===== config.mk =====
export PLATFORM = sky130hd
export DESIGN_NAME = alu_sequencer
export DESIGN_NICKNAME = d
export VERILOG_FILES = /design/src/rtl/calc_pkg.sv /design/src/rtl/bcd_digit_adder.sv /design/src/rtl/alu_sequencer.sv
export SDC_FILE = /design/constraint.sdc
export NUM_CORES = 1
export LEC_CHECK = 0
export CAP_MARGIN = 20
export CORE_UTILIZATION = 35
export CTS_BUF_LIST = sky130_fd_sc_hd__clkbuf_2 sky130_fd_sc_hd__clkbuf_4 sky130_fd_sc_hd__clkbuf_8
export CTS_CLUSTER_SIZE = 25
export DETAILED_ROUTE_END_ITERATION = 12
export PLACE_DENSITY_LB_ADDON = 0.25
export SLEW_MARGIN = 20
export SYNTH_ARGS = -nofsm -noshare
export SYNTH_HDL_FRONTEND = slang
export SYNTH_SLANG_ARGS = --single-unit

===== constraint.sdc =====
create_clock -name clk -period 9.3 [get_ports clk]
set_clock_uncertainty 0.2 [all_clocks]
set_input_delay 1.395 -clock clk [delete_from_list [all_inputs] [get_ports clk]]
set_output_delay 1.395 -clock clk [all_outputs]
set_load 0.02 [all_outputs]

===== src/rtl/calc_pkg.sv =====
// Shared encodings and constants for the calculator BCD datapath.
package calc_pkg;

    localparam int DIGITS_DEFAULT = 4;

    localparam logic OP_ADD = 1'b0;
    localparam logic OP_SUB = 1'b1;

    localparam logic [3:0] BCD_MAX  = 4'd9;
    localparam logic [3:0] BCD_CORR = 4'd6;

    typedef enum logic [1:0] {
        ST_IDLE = 2'd0,
        ST_ADD  = 2'd1,
        ST_FIX  = 2'd2,
        ST_DONE = 2'd3
    } state_t;

    function automatic logic [3:0] nines_comp(input logic [3:0] d);
        return BCD_MAX - d;
    endfunction

endpackage


===== src/rtl/bcd_digit_adder.sv =====
// Single-digit BCD adder with decimal correction; shared by the add and complement passes.
module bcd_digit_adder
    import calc_pkg::*;
(
    input  logic [3:0] a,
    input  logic [3:0] b,
    input  logic       cin,
    output logic [3:0] sum,
    output logic       cout
);

    logic [4:0] raw;

    always_comb begin
        raw  = {1'b0, a} + {1'b0, b} + {4'd0, cin};
        sum  = raw[3:0];
        cout = 1'b0;
        if (raw > {1'b0, BCD_MAX}) begin
            sum  = raw[3:0] + BCD_CORR;
            cout = 1'b1;
        end
    end

endmodule


===== src/rtl/alu_sequencer.sv =====
// Digit-serial BCD add/subtract sequencer: one shared digit adder walks the digits LSD first,
// with a ten's-complement pass when a subtraction comes out negative.
module alu_sequencer
    import calc_pkg::*;
#(
    parameter int DIGITS = DIGITS_DEFAULT
) (
    input  logic                  clk,
    input  logic                  reset,
    input  logic                  clr,
    input  logic                  start,
    input  logic                  op,
    input  logic [4*DIGITS-1:0]   a_bcd,
    input  logic [4*DIGITS-1:0]   b_bcd,
    output logic                  busy,
    output logic                  done,
    output logic [4*DIGITS-1:0]   result_bcd,
    output logic                  neg,
    output logic                  ovf,
    output logic                  err
);

    localparam int IDX_W = (DIGITS > 1) ? $clog2(DIGITS) : 1;
    localparam logic [IDX_W-1:0] LAST_IDX = IDX_W'(DIGITS - 1);

    state_t               state_reg, state_next;
    logic                 op_reg;
    logic [4*DIGITS-1:0]  a_reg, b_reg;
    logic [IDX_W-1:0]     idx_reg;
    logic                 carry_reg;
    logic [3:0]           result_dig_reg [DIGITS];
    logic                 busy_reg, done_reg, neg_reg, ovf_reg, err_reg;
    logic                 busy_next, done_next;

    logic [3:0]           a_dig [DIGITS];
    logic [3:0]           b_dig [DIGITS];
    logic [DIGITS-1:0]    dig_bad;
    logic                 any_bad;
    logic                 last_digit;
    logic [3:0]           add_a, add_b, add_sum;
    logic                 add_cout;

    genvar gi;
    generate
        for (gi = 0; gi < DIGITS; gi++) begin : g_digits
            assign a_dig[gi]   = a_reg[4*gi +: 4];
            assign b_dig[gi]   = b_reg[4*gi +: 4];
            assign dig_bad[gi] = (a_dig[gi] > BCD_MAX) || (b_dig[gi] > BCD_MAX);
            assign result_bcd[4*gi +: 4] = result_dig_reg[gi];
        end
    endgenerate

    assign any_bad    = |dig_bad;
    assign last_digit = (idx_reg == LAST_IDX);

    // FIX feeds (9-d) with a zero addend so the carry completes the ten's complement.
    always_comb begin
        add_a = a_dig[idx_reg];
        add_b = (op_reg == OP_SUB) ? nines_comp(b_dig[idx_reg]) : b_dig[idx_reg];
        if (state_reg == ST_FIX) begin
            add_a = nines_comp(result_dig_reg[idx_reg]);
            add_b = 4'd0;
        end
    end

    bcd_digit_adder u_adder (
        .a    (add_a),
        .b    (add_b),
        .cin  (carry_reg),
        .sum  (add_sum),
        .cout (add_cout)
    );

    always_ff @(posedge clk) begin
        if (!reset) begin
            state_reg <= ST_IDLE;
        end else begin
            state_reg <= state_next;
        end
    end

    // Operand validity is judged on the latched digits during the first ADD cycle,
    // which gives the error path its two-cycle latency.
    always_comb begin
        state_next = state_reg;
        case (state_reg)
            ST_IDLE: if (start) state_next = ST_ADD;
            ST_ADD: begin
                if (any_bad) begin
                    state_next = ST_DONE;
                end else if (last_digit) begin
                    state_next = (op_reg == OP_SUB && !add_cout) ? ST_FIX : ST_DONE;
                end
            end
            ST_FIX:  if (last_digit) state_next = ST_DONE;
            ST_DONE: state_next = ST_IDLE;
            default: state_next = ST_IDLE;
        endcase
        if (clr) state_next = ST_IDLE;
    end

    always_comb begin
        busy_next = (state_next != ST_IDLE);
        done_next = (state_next == ST_DONE);
    end

    always_ff @(posedge clk) begin
        if (!reset || clr) begin
            op_reg    <= OP_ADD;
            a_reg     <= '0;
            b_reg     <= '0;
            idx_reg   <= '0;
            carry_reg <= 1'b0;
            busy_reg  <= 1'b0;
            done_reg  <= 1'b0;
            neg_reg   <= 1'b0;
            ovf_reg   <= 1'b0;
            err_reg   <= 1'b0;
            for (int i = 0; i < DIGITS; i++) result_dig_reg[i] <= 4'd0;
        end else begin
            busy_reg <= busy_next;
            done_reg <= done_next;
            case (state_reg)
                ST_IDLE: begin
                    if (start) begin
                        op_reg    <= op;
                        a_reg     <= a_bcd;
                        b_reg     <= b_bcd;
                        idx_reg   <= '0;
                        carry_reg <= op;
                        neg_reg   <= 1'b0;
                        ovf_reg   <= 1'b0;
                        err_reg   <= 1'b0;
                        for (int i = 0; i < DIGITS; i++) result_dig_reg[i] <= 4'd0;
                    end
                end
                ST_ADD: begin
                    if (any_bad) begin
                        err_reg <= 1'b1;
                    end else begin
                        result_dig_reg[idx_reg] <= add_sum;
                        carry_reg <= add_cout;
                        idx_reg   <= last_digit ? '0 : idx_reg + 1'b1;
                        if (last_digit) begin
                            if (op_reg == OP_ADD) begin
                                ovf_reg <= add_cout;
                            end else if (!add_cout) begin
                                neg_reg   <= 1'b1;
                                carry_reg <= 1'b1;
                            end
                        end
                    end
                end
                ST_FIX: begin
                    result_dig_reg[idx_reg] <= add_sum;
                    carry_reg <= add_cout;
                    idx_reg   <= last_digit ? '0 : idx_reg + 1'b1;
                end
                default: ;
            endcase
        end
    end

    assign busy = busy_reg;
    assign done = done_reg;
    assign neg  = neg_reg;
    assign ovf  = ovf_reg;
    assign err  = err_reg;

endmodule


==> results.txt <==
- Measured slew at the worst slew-check pin: 683.0 ps
- Layout cells sized above 1: 12.93%
- The clock net in this run drives a total of 61 sinks.
* Number of routed nets with antenna violations: 0
- Crit path launch type: flop
- Total number of vias: approximately 2,700
- Internal Dissipation: 0.4389 mW
- The cell count after synthesis came out at ~350.
- The multi-input combinational cells in the finished layout cover a total of 1810 µm².
- Post-synthesis sequential element count: 61
- Most used standard cell by instance count after synthesis: sky130_fd_sc_hd__nand2_1
- Area growth from synthesis to layout: 25.44%
* Critical path type: reg2reg
* Share of power burned in the clock network: between 30% and 40%
- Critical Path AT: 4420 ps
- The analysis attributes to cell leakage a power of about 1.5 nW.
* Post-synthesis instance area: 3339 µm²
* Biggest cell delay along the critical path: 740 ps
* Starting density of the core: 36.14%
- For this block, the initial DRC count from the detailed router was around 140.
* Die boundary width: 99.68 µm
* Syn nets: 407
* Worst ir drop on vdd: 0.06502 mV
* Average cell area after synthesis: 9.460 µm²
- For the worst setup path, the data required time is just over 9000 ps.
* Number of unique standard cell types used by synthesis: 56
* Inserted Clock Buffers: 9
- After synthesis, flip-flops and latches occupy between 40% and 50% of the total area.
* Share of total power in combinational logic: approximately 16%
- In the routed layout, each cell is associated on average with a via count of approximately 5.1.
* Area taken by flip-flops and latches: ~1400 µm²
- Final RePlAce weighted congestion: 0.8565
- Post-synth top area cell: sky130_fd_sc_hd__dfxtp_1
- After synthesis, the largest area contributor takes up 26.98% of total cell area.
* Biggest area contributors in the synthesized netlist: sky130_fd_sc_hd__dfxtp_1 (27%), sky130_fd_sc_hd__edfxtp_1 (14%), sky130_fd_sc_hd__nand2_1 (8.7%)
- Number of global-route vias before repair: ~2,700
- Buffers placed on the I/O ports in this run total 57.
- After clock tree synthesis, the flow added hold-fix buffers numbering 0.
* Setup TNS: 0 ps
- The floorplan step defined a die boundary enclosing 9936 µm².
- Overall overflow remaining after global route: 0
* Diode insertion count for antenna repair: 0
* Slowest stage cell on the critical path: sky130_fd_sc_hd__dfxtp_1
- Net switching is 27.31% of the power.
* Detailed-route wire length: 7.804 mm
- Share of the clock period used by the worst path: 47.48%
* Detailed-router iteration count before antenna repair: 4
* Remaining routing DRC violations: 0
- Number of enable-type register cells in the synthesized netlist: 16
- After detailed routing, the average wire length per cell comes to 14.48 µm.
- Die H: ~100 µm
- First-pass GRT wire length: approximately 13 mm
* Final worst hold slack: 258.1 ps
* Most used flip-flop cell after synthesis: sky130_fd_sc_hd__dfxtp_1
- Area of the placeable core: 9240 µm²
* Number of buffers between clock root and the deepest sink: 2
- In this run, flip-flops and latches consume 47.6% of the power.
- Clk_lat worst skew: 340 ps
* Total Nets Final: roughly 460
- Maximum achievable frequency: 226.5 MHz
* Total number of yosys warnings: 0
* RSZ-0062 raised after global routing: false
- Post_cts resized: 0
* Power density of the placed cells: 144.1 nW/µm²
* Leading post-synthesis cells by instance count: sky130_fd_sc_hd__nand2_1 (77), sky130_fd_sc_hd__dfxtp_1 (45), sky130_fd_sc_hd__a21oi_1 (41), sky130_fd_sc_hd__nor2_1 (17), sky130_fd_sc_hd__edfxtp_1 (16)
- Clock input transition at the sequential cells of the worst setup and hold paths: 70 ps
- For this run, the total global-route usage over all layers was measured as approximately 17%.
- Buffer type at the clock tree root: sky130_fd_sc_hd__clkbuf_8
* Post-CTS Setup Bufs: 0
- Setup violations remaining at the end of the flow were counted as 0.
- Row count: 35
- Entering global routing, the biggest net connects 41 pins.
- Number of max-slew violations in the final report: 0
- 58 I/O pins were placed.
- Fin crit period: between 4000 and 5000 ps
* Class of the tightest hold or removal check: reg2reg
- STA classifies the critical path endpoint as a flop.
- TritonCTS clock tree: done
* Max-capacitance violation count: 0
* H-tree levels: 3
- Walking the worst path, the cells encountered are mux4_2 -> xor2_1 -> nand2_1 -> fa_1 -> inv_1 -> fa_1 -> inv_1 -> ha_1 -> nor2b_1 -> o32ai_4 -> o31ai_4 -> mux2i_1 -> and3_1.
- Layout filler cell count: 885
- Once detailed placement completed, the half-perimeter wirelength came to 5.782 mm.
- Async set-reset flop share out of synthesis: 0%
* Net switching power figure: 0.1649 mW
* Antenna violations before repair: 0
- Outcome: completed
- The final hold violation count came to 0.
* Worst slew slack as a fraction of its limit: 54.31%
- Critical path fanouts, max: 13
final timing paths:
path              slack, ps  cells past startpoint        from                   end
hold / removal          260                      2   a_reg[12]             a_reg[12]
setup reg to reg       4880                     13  idx_reg[0]  result_dig_reg[3][2]
hold reg to reg         260                      2   a_reg[12]             a_reg[12]
setup / recovery       4880                     13  idx_reg[0]  result_dig_reg[3][2]
power groups by stage:
stage	logic (mW)	clock network [mW]	registers, mW
3_3_place_gp	0.0950	0	0.293
3_5_place_dp	0.0969	0	0.294
5_1_grt	0.106	0.236	0.289
4_1_cts	0.0973	0.224	0.288
2_1_floorplan	0.0581	0	0.296
6_report	0.0969	0.219	0.288
metrics by stage:
stage	power, mW	cell area, µm²	util, %	setup slack [ps]	std cells
after floorplan	0.3540	3339	-	5391	353
after global placement	0.3884	4005	43.34	4994	523
after detailed placement	0.3906	4005	43.34	4927	523
after CTS	0.6093	4188	45.32	4897	539
after global routing	0.6312	4189	45.34	4583	539
final	0.6038	4189	45.34	4885	539
metal layers:
| metal | part of all wire, % | global-route usage (%) | up-vias | routed length [µm] |
|---|---|---|---|---|
| met4 | 2.8 | 10.07 | 0 | 219 |
| met3 | 4.5 | 3.373 | 21 | 349 |
| met1 | 46 | 21.90 | 1300 | 3574 |
| met5 | 0 | 0 | - | 0 |
| met2 | 47 | 25.84 | 85 | 3660 |
| li1 | - | - | 1343 | - |
cells in the final DEF (no fill, tap or decap), types with 2 or more instances in the layout:
cell type / count
sky130_fd_sc_hd__nand2_1: 77
sky130_fd_sc_hd__clkdlybuf4s50_1: 57
sky130_fd_sc_hd__dfxtp_1: 45
sky130_fd_sc_hd__a21oi_1: 41
sky130_fd_sc_hd__nor2_1: 17
sky130_fd_sc_hd__edfxtp_1: 16
sky130_fd_sc_hd__inv_1: 15
sky130_fd_sc_hd__ha_1: 15
sky130_fd_sc_hd__mux4_2: 11
sky130_fd_sc_hd__clkbuf_8: 11
sky130_fd_sc_hd__o21ai_0: 8
sky130_fd_sc_hd__and3_1: 7
sky130_fd_sc_hd__o21ai_1: 6
sky130_fd_sc_hd__nor3_1: 6
sky130_fd_sc_hd__nor3b_1: 5
sky130_fd_sc_hd__nand3_1: 5
sky130_fd_sc_hd__nor2b_1: 4
sky130_fd_sc_hd__a21o_2: 4
sky130_fd_sc_hd__xor2_1: 3
sky130_fd_sc_hd__nand2_2: 3
sky130_fd_sc_hd__nand2b_1: 3
sky130_fd_sc_hd__clkinv_2: 3
sky130_fd_sc_hd__buf_4: 3
sky130_fd_sc_hd__xnor2_1: 2
sky130_fd_sc_hd__mux2i_1: 2
sky130_fd_sc_hd__o21ai_2: 2
sky130_fd_sc_hd__nand3b_1: 2
sky130_fd_sc_hd__and3b_1: 2
sky130_fd_sc_hd__nand4_1: 2
sky130_fd_sc_hd__o22ai_1: 2
sky130_fd_sc_hd__fa_1: 2
layout make-up:
type                            count  share of cell area, %
Multi-Input combinational cell    257                  43.22
Sequential cell                    61                  32.97
Timing Repair Buffer               60                  14.16
Tap cell                          129                  3.853
Clock buffer                       12                  3.793
Inverter                           16                  1.434
Clock inverter                      4                 0.5675
cell families (layout without fill, tap and decap cells):
group	Yosys count	after routing	share of synthesized area (%)
buffers and inverters	35	92	4.459
multiplexers	14	14	8.805
flip-flops	61	61	41.36
AO/OA/AOI/OAI	83	83	18.17
adder cells (fa/ha/maj)	17	17	6.819
XOR/XNOR	5	5	1.312
AND/OR/NAND/NOR	138	138	19.07
critical path: cells and delay by family, from the launching register on:
family	cells	cell delay (ps)
buffers and inverters	2	230
XOR/XNOR	1	140
AO/OA/AOI/OAI	2	450
flip-flops	1	740
multiplexers	2	940
adder cells (fa/ha/maj)	3	1050
AND/OR/NAND/NOR	3	510
Power figures use the tool's default switching activity.
